### config.mk
export PLATFORM = sky130hd
export DESIGN_NAME = pipe_ctrl
export DESIGN_NICKNAME = d
export VERILOG_FILES = /design/src/rtl/pipe_ctrl_pkg.sv /design/src/rtl/pipe_ctrl_mdu_seq.sv /design/src/rtl/pipe_ctrl.sv
export SDC_FILE = /design/constraint.sdc
export NUM_CORES = 1
export LEC_CHECK = 0
export CAP_MARGIN = 20
export CORE_UTILIZATION = 30
export CTS_CLUSTER_DIAMETER = 40
export DETAILED_ROUTE_END_ITERATION = 6
export PLACE_DENSITY_LB_ADDON = 0.1
export SKIP_CTS_REPAIR_TIMING = 1
export SYNTH_ARGS = -nofsm -noshare
export SYNTH_HDL_FRONTEND = slang
export SYNTH_HIERARCHICAL = 1
export SYNTH_SLANG_ARGS = --single-unit
### constraint.sdc
create_clock -name clk -period 3.05 [get_ports clk]
set_input_delay 0.4575 -clock clk [delete_from_list [all_inputs] [get_ports clk]]
set_output_delay 0.4575 -clock clk [all_outputs]
set_load 0.02 [all_outputs]
### src/rtl/pipe_ctrl_pkg.sv
// Shared pipeline-control definitions: stall bus type, stall patterns,
// MDU state encoding and a small sizing helper.
package pipe_ctrl_pkg;

    // Stall bus: bit0 PC, 1 IF, 2 ID, 3 EX, 4 MEM, 5 WB.
    typedef logic [5:0] stall_bus_t;

    localparam logic STOP    = 1'b1;
    localparam logic NO_STOP = 1'b0;

    localparam stall_bus_t STALL_MEM  = 6'b011111;
    localparam stall_bus_t STALL_EX   = 6'b001111;
    localparam stall_bus_t STALL_ID   = 6'b000111;
    localparam stall_bus_t STALL_NONE = 6'b000000;

    localparam logic [1:0] MDU_IDLE    = 2'd0;
    localparam logic [1:0] MDU_MUL_RUN = 2'd1;
    localparam logic [1:0] MDU_DIV_RUN = 2'd2;
    localparam logic [1:0] MDU_DONE    = 2'd3;

    function automatic int max_int(input int a, input int b);
        return (a > b) ? a : b;
    endfunction

endpackage

### src/rtl/pipe_ctrl_mdu_seq.sv
// Multiply/divide sequencer: start pulses, multiply countdown,
// divide ready handshake with watchdog, and the EX stall request.
// Ports: clk/rst, ex_op_mul_i, ex_op_div_i, div_ready_i, mem_wait_i,
//        mul_start_o, div_start_o, mdu_busy_o, div_timeout_o, stallreq_ex_o.
module mdu_seq
    import pipe_ctrl_pkg::*;
#(
    parameter int MUL_LAT = 3,
    parameter int DIV_MAX = 40
) (
    input  logic clk,
    input  logic rst,
    input  logic ex_op_mul_i,
    input  logic ex_op_div_i,
    input  logic div_ready_i,
    input  logic mem_wait_i,
    output logic mul_start_o,
    output logic div_start_o,
    output logic mdu_busy_o,
    output logic div_timeout_o,
    output logic stallreq_ex_o
);

    localparam int CW = $clog2(max_int(MUL_LAT, DIV_MAX)) + 1;
    localparam logic [CW-1:0] MUL_INIT = CW'(MUL_LAT - 1);
    localparam logic [CW-1:0] DIV_END  = CW'(DIV_MAX - 1);
    localparam logic [CW-1:0] CNT_ZERO = '0;

    logic [1:0]    state_q, state_d;
    logic [CW-1:0] cnt_q, cnt_d;
    logic          to_q, to_d;

    always_comb begin
        state_d     = state_q;
        cnt_d       = cnt_q;
        to_d        = to_q;
        mul_start_o = 1'b0;
        div_start_o = 1'b0;
        case (state_q)
            MDU_IDLE: begin
                if (ex_op_mul_i) begin
                    mul_start_o = 1'b1;
                    cnt_d       = MUL_INIT;
                    state_d     = MDU_MUL_RUN;
                end else if (ex_op_div_i) begin
                    div_start_o = 1'b1;
                    cnt_d       = CNT_ZERO;
                    state_d     = MDU_DIV_RUN;
                end
            end
            MDU_MUL_RUN: begin
                if (cnt_q == CNT_ZERO) begin
                    state_d = MDU_DONE;
                end else begin
                    cnt_d = cnt_q - 1'b1;
                end
            end
            MDU_DIV_RUN: begin
                // A real result beats the watchdog in the same cycle.
                if (div_ready_i) begin
                    state_d = MDU_DONE;
                end else if (cnt_q == DIV_END) begin
                    to_d    = 1'b1;
                    state_d = MDU_DONE;
                end else begin
                    cnt_d = cnt_q + 1'b1;
                end
            end
            default: begin
                // EX is frozen under mem_wait; hold here so the same
                // instruction is not started twice.
                if (!mem_wait_i) begin
                    state_d = MDU_IDLE;
                end
            end
        endcase
    end

    always_ff @(posedge clk) begin
        if (rst) begin
            state_q <= MDU_IDLE;
            cnt_q   <= CNT_ZERO;
            to_q    <= 1'b0;
        end else begin
            state_q <= state_d;
            cnt_q   <= cnt_d;
            to_q    <= to_d;
        end
    end

    assign mdu_busy_o    = (state_q == MDU_MUL_RUN) ||
                           (state_q == MDU_DIV_RUN);
    assign stallreq_ex_o = mdu_busy_o ||
                           ((state_q == MDU_IDLE) &&
                            (ex_op_mul_i || ex_op_div_i));
    assign div_timeout_o = to_q;

endmodule

### src/rtl/pipe_ctrl.sv
// Central pipeline controller: load-use detection and stall priority
// encoding over MEM / EX / ID requests, plus the MDU sequencer.
// Ports: clk/rst, EX/ID hazard fields, MDU op flags, div_ready,
//        mem_wait; outputs stall bus, start pulses, busy, timeout.
module pipe_ctrl
    import pipe_ctrl_pkg::*;
#(
    parameter int MUL_LAT = 3,
    parameter int DIV_MAX = 40
) (
    input  logic       clk,
    input  logic       rst,
    input  logic       ex_is_load,
    input  logic       ex_we,
    input  logic [4:0] ex_waddr,
    input  logic [4:0] id_rs,
    input  logic [4:0] id_rt,
    input  logic       id_rs_re,
    input  logic       id_rt_re,
    input  logic       ex_op_mul,
    input  logic       ex_op_div,
    input  logic       div_ready,
    input  logic       mem_wait,
    output logic [5:0] stall,
    output logic       mul_start,
    output logic       div_start,
    output logic       mdu_busy,
    output logic       div_timeout
);

    logic lu;
    logic stallreq_ex;

    // r0 is hardwired zero, so a load to it never creates a hazard.
    assign lu = ex_is_load && ex_we && (ex_waddr != 5'd0) &&
                ((id_rs_re && (id_rs == ex_waddr)) ||
                 (id_rt_re && (id_rt == ex_waddr)));

    mdu_seq #(
        .MUL_LAT(MUL_LAT),
        .DIV_MAX(DIV_MAX)
    ) u_mdu_seq (
        .clk          (clk),
        .rst          (rst),
        .ex_op_mul_i  (ex_op_mul),
        .ex_op_div_i  (ex_op_div),
        .div_ready_i  (div_ready),
        .mem_wait_i   (mem_wait),
        .mul_start_o  (mul_start),
        .div_start_o  (div_start),
        .mdu_busy_o   (mdu_busy),
        .div_timeout_o(div_timeout),
        .stallreq_ex_o(stallreq_ex)
    );

    // Deepest stalled stage wins; STALL_ID bubbles ID into EX.
    always_comb begin
        stall = STALL_NONE;
        if (mem_wait) begin
            stall = STALL_MEM;
        end else if (stallreq_ex) begin
            stall = STALL_EX;
        end else if (lu) begin
            stall = STALL_ID;
        end
    end

endmodule

# Word level (Yosys, flattened, before mapping)
# Cells that the tools add are included.
# totals
reg_bits	10
inputBits	25
out_inout_bits	10
word_cells	56
# classes
n_addsub	2
eq_ne	12
n_mux	21
bitwise_logic	1
n_reduce_logical	17
# ops
op	n
2-to-1 mux 7 bit	5
one-hot mux 7 bit (3 select lines)	1
2-to-1 mux 2 bit	6
equality test 5 bit	2
adder 7 x 1 -> 7 bit (second input constant)	1
equality test 7 x 6 -> 1 bit (second input constant)	1
logical NOT 7 bit	1
subtractor 7 x 1 -> 7 bit (second input constant)	1
logical AND 1 bit	6
inequality test 2 bit (second input constant)	3
one-hot mux 2 bit (3 select lines)	1
2-to-1 mux 1 bit	5
2-to-1 mux 5 bit	1
AND reduction 5 bit	1
nonzero test 5 bit	1
logical OR 1 bit	4
2-to-1 mux 4 bit	1
inequality test 4 x 1 -> 1 bit (second input constant)	1
AND reduction 4 bit	1
2-to-1 mux 3 bit	1
inequality test 3 x 2 -> 1 bit (second input constant)	1
inequality test 3 bit (second input constant)	1
AND reduction 3 bit	1
nonzero test 3 bit	1
other kinds (5)	5

# Depth between registers and ports, before layout
# logic_depth
word_depth	7
ltp_mapped	9
depth_no_buf	9

# Modules after synthesis
# The synthesis kept the hierarchy.
# modules_own_cells
module	instances	cells_each	area_each_um2	seq_area_each_um2
mdu_seq	1	101	835.8	200.2
pipe_ctrl	1	25	176.4	0.0

# Worst setup path after synthesis
# Ideal clock, no wire load.
# synth_path
path_type	flip-flop to output port
startpoint	register u_mdu_seq.state_q[0]
endpoint	output port stall[1]
arrival_time_ps	2058
t_required_ps	2592
slack_ps	534
path_stages_with_launch	9
path_buffers	2
path_cell_list	dfxtp_1 inv_1 ha_1 clkbuf_1 nor2_1 nand2_1 or2_2 a41o_1 buf_4
# synth_between
elab_chain_cells	5
word_cells_on_any_way	8
cone_classes	2 x eq/ne; 2 x mux; 4 x reduce/logical
# synth_rtl
item	line_no	text
from (decl)	pipe_ctrl_mdu_seq.sv:29	logic [1:0] state_q, state_d;
from (signal assigned)	pipe_ctrl_mdu_seq.sv:85	state_q <= state_d;
equality test 2 x 1 -> 1 bit / equality test 2 bit (equally long branches)	pipe_ctrl_mdu_seq.sv:91, pipe_ctrl_mdu_seq.sv:92	
logical OR 1 bit (*)	pipe_ctrl_mdu_seq.sv:91	assign mdu_busy_o = (state_q == MDU_MUL_RUN) ||
net mdu_busy	pipe_ctrl.sv:27	output logic mdu_busy,
logical OR 1 bit (*)	pipe_ctrl_mdu_seq.sv:93	assign stallreq_ex_o = mdu_busy_o ||
net stallreq_ex	pipe_ctrl.sv:32	logic stallreq_ex;
2-to-1 mux 4 bit (*)	pipe_ctrl.sv:61	end else if (stallreq_ex) begin
2-to-1 mux 5 bit (*)	pipe_ctrl.sv:59	if (mem_wait) begin
to (decl)	pipe_ctrl.sv:24	output logic [5:0] stall,
# The timed path passes the listed nets; every way through them passes the cells marked *.

# Final worst setup path
# layout_path
startpoint	register u_mdu_seq.state_q[0]
endpoint	output port stall[0]
# layout_between
elab_chain_cells	5
word_cells_on_any_way	8
cone_classes	2 x eq/ne; 2 x mux; 4 x reduce/logical
# layout_rtl
item	line_no
equality test 2 x 1 -> 1 bit (tied with other cells)	pipe_ctrl_mdu_seq.sv:91
logical OR 1 bit / logical AND 1 bit (equally long branches)	pipe_ctrl_mdu_seq.sv:91, pipe_ctrl_mdu_seq.sv:94
logical OR 1 bit (*)	pipe_ctrl_mdu_seq.sv:93
net stallreq_ex	pipe_ctrl.sv:32
2-to-1 mux 4 bit (*)	pipe_ctrl.sv:61
2-to-1 mux 5 bit (*)	pipe_ctrl.sv:59
# Marked as above.

==> results.cfg <==
[setup_path]
rr_endpoint = u_mdu_seq/cnt_q[6]$_SDFFE_PP0P_
start_kind = flip-flop
r2r_slack_ns = 0.52
worstPathArrival_ns = 2.44
critPathRequiredTime_ns = 2.59
end_kind = output pin
critical_path_peak_fanout = 4
reg2reg_from = u_mdu_seq/state_q[0]$_SDFFE_PP0P_
crit_type = flip-flop to output pin
reg2regPathDepth = 9

[clocking]
cts_root_buf = clkbuf_4
clock-sinks = 10
htree_levels = 1
clk_pin_slew_ns = 0.07
cts_made_buffers = 3
cts_tree = built
clock_path_buffers = 2
clk_latency_ns = 0.26

[grt]
grt_pass1_wl_mm = 4.13
grt.total_usage = 0.151
grt_pass1_vias = 948
grt_max_degree = 9
overflow = 0
antenna_found_initial = 0

[detailed_routing]
num_vias = 999
wl_per_cell_um = 12.8
drc = 0
routed_wl_mm = 2.59
viasPerCell = 4.92
first_iter_violations = 14
antenna_left = 0
dr.pass1.iters = 4

[finish]
area.sequential_sq_um = 200
fillCellCount = 311
fin_cells = 203
mostFrequentLayoutCells = clkdlybuf4s50_1 (32), xnor2_1 (13), nand2_1 (12)
multiInputGateArea_sq_um = 744
syn_to_final_growth_pct = 39.1
antenna_cells = 0
drive_above_1_share = 0.0692
fin_nets = 197
layout_commonest_cell = clkdlybuf4s50_1

[placed_design]
portBuffers = 33
gp_congestion = 0.768
dp_hpwl_mm = 2.13
dp.cells = 200
dp_slack_ns = 0.241

[yosys]
yosysWarnings = 6
synthFlopType = dfxtp_1
synth_seq_cells = 10
synthArstFlopShare = 0
syn-num-nets = 162
synth_seq_area_share = 0.198
synthDominantCellAreaShare = 0.198
synth_cells = 126
syn_area_sq_um = 1010
synth_area_leaders = dfxtp_1 (20%), ha_1 (14%), xnor2_1 (11%), nand2_1 (4.4%), nor2_1 (3.3%)
yosysTopAreaCell = dfxtp_1
synth.distinct_cells = 43
synth_edf_count = 0
avgSynthCellArea_sq_um = 8.03

[sta]
setup_slack_ns = 0.148
finalSetupViolCount = 0
hold_viol_final = 0
tns_ns = 0
finalCritPeriodShare = 0.951
skew_ns = 0.00524
rsz0062_at_grt = false
slew_violations = 0
fin_crit_ns = 2.90
max_freq_mhz = 345

[run_status]
status = finished clean

[power_and_ir_drop]
power_density_nw_per_um2 = 967
pwr-share-clk = 0.065
internal_power_mw = 0.705
sw_frac_of_total = 0.482
ir_drop_uv = 540
p_switching_mw = 0.656
p_leak_nw = 0.557
p_total_mw = 1.36
seq_power_share = 0.184
power_frac_comb = 0.751

[die]
core_area_sq_um = 3130
rows = 20
start_util = 0.324
dieHeight_um = 60.1
die_width_um = 60.1
die-area_sq_um = 3610
io_pins = 35

[worst_hold_path]
hold_end = u_mdu_seq/div_timeout_o$_SDFFE_PP0P_
hold_start = u_mdu_seq/div_timeout_o$_SDFFE_PP0P_
hold_path_depth = 1
min_path_type = flip-flop to flip-flop

[flow_run]
maxCapViolCount = 0
==> power groups by stage <==
stage | Sequential, mW | Combinational [mW] | Clock, mW
after floorplan | 0.232 | 0.742 | 0
after global placement | 0.251 | 1.01 | 0
after detailed placement | 0.251 | 1.02 | 0
after CTS | 0.248 | 1.03 | 0.0920
after global routing | 0.259 | 1.14 | 0.100
final | 0.250 | 1.02 | 0.0889
==> per-layer routing <==
layer	wire, um	part of all wire	global-route usage
met1	1170	0.45	0.184
met2	1290	0.50	0.276
met3	117	0.045	0.0130
met4	14	0.0054	0.0498
met5	0	0	0
==> state kept, by name, indices dropped and copies added, names as in the netlist <==
signal	count
u_mdu_seq/cnt_q	7
u_mdu_seq/state_q	2
u_mdu_seq/div_timeout_o	1
==> Yosys cell counts (3+ instances only) <==
cell type / number
o21ai_0: 3
nand2b_1: 3
a21oi_1: 5
ha_1: 11
nand4_1: 3
nor3_1: 4
nand2_1: 12
buf_4: 4
inv_1: 8
dfxtp_1: 10
nor2_1: 9
xnor2_1: 13
==> area by class of cell <==
| cell class | count | share of cell area |
|---|---|---|
| clock buffer | 3 | 0.0160 |
| tap | 44 | 0.0391 |
| timing repair buffer | 36 | 0.252 |
| inverter | 8 | 0.0213 |
| multi-input combinational | 102 | 0.529 |
| sequential | 10 | 0.142 |
==> worst max-delay path by stage <==
stage	end	startpoint	slack (ns)
after floorplan	stall[1]	u_mdu_seq/state_q[0]$_SDFFE_PP0P_	0.53
after global placement	stall[0]	ex_op_mul	0.32
after detailed placement	stall[0]	ex_op_mul	0.24
after CTS	stall[0]	u_mdu_seq/state_q[0]$_SDFFE_PP0P_	0.13
after global routing	stall[1]	u_mdu_seq/state_q[0]$_SDFFE_PP0P_	0.0006
final	stall[0]	u_mdu_seq/state_q[0]$_SDFFE_PP0P_	0.15
==> stage by stage <==
stage               area, sq um  hold slack (ns)  utilization
finish                     1410            0.467        0.450
global route               1410            0.502        0.450
CTS                        1410            0.470        0.449
detailed placement         1380            0.455        0.442
global placement           1380            0.449        0.442
floorplan                  1010            0.458            -
==> worst max-delay path, cell delays in order (launching register included) <==
cell and delay [ns]:
dfxtp_1 0.38, inv_1 0.10, ha_1 0.24, and2_1 0.18, nor2_1 0.14, nand2_1 0.07
or2_2 0.30, a41o_1 0.24, clkdlybuf4s50_1 0.54
==> logic make-up (layout without fill, tap and decap cells) <==
logic type                 after synthesis  count (layout)  synth area share
other                                    1               1           0.00370
xor gates and xnor gates                14              14             0.121
adders and majority gates               11              11             0.136
muxes                                    2               2            0.0198
and+or+nand+nor                         44              44             0.225
buffers and inverters                   14              47            0.0668
DFF                                     10              10             0.198
AOI/OAI and AO/OA                       30              30             0.230
No activity file was read; power rests on OpenSTA's default activity.
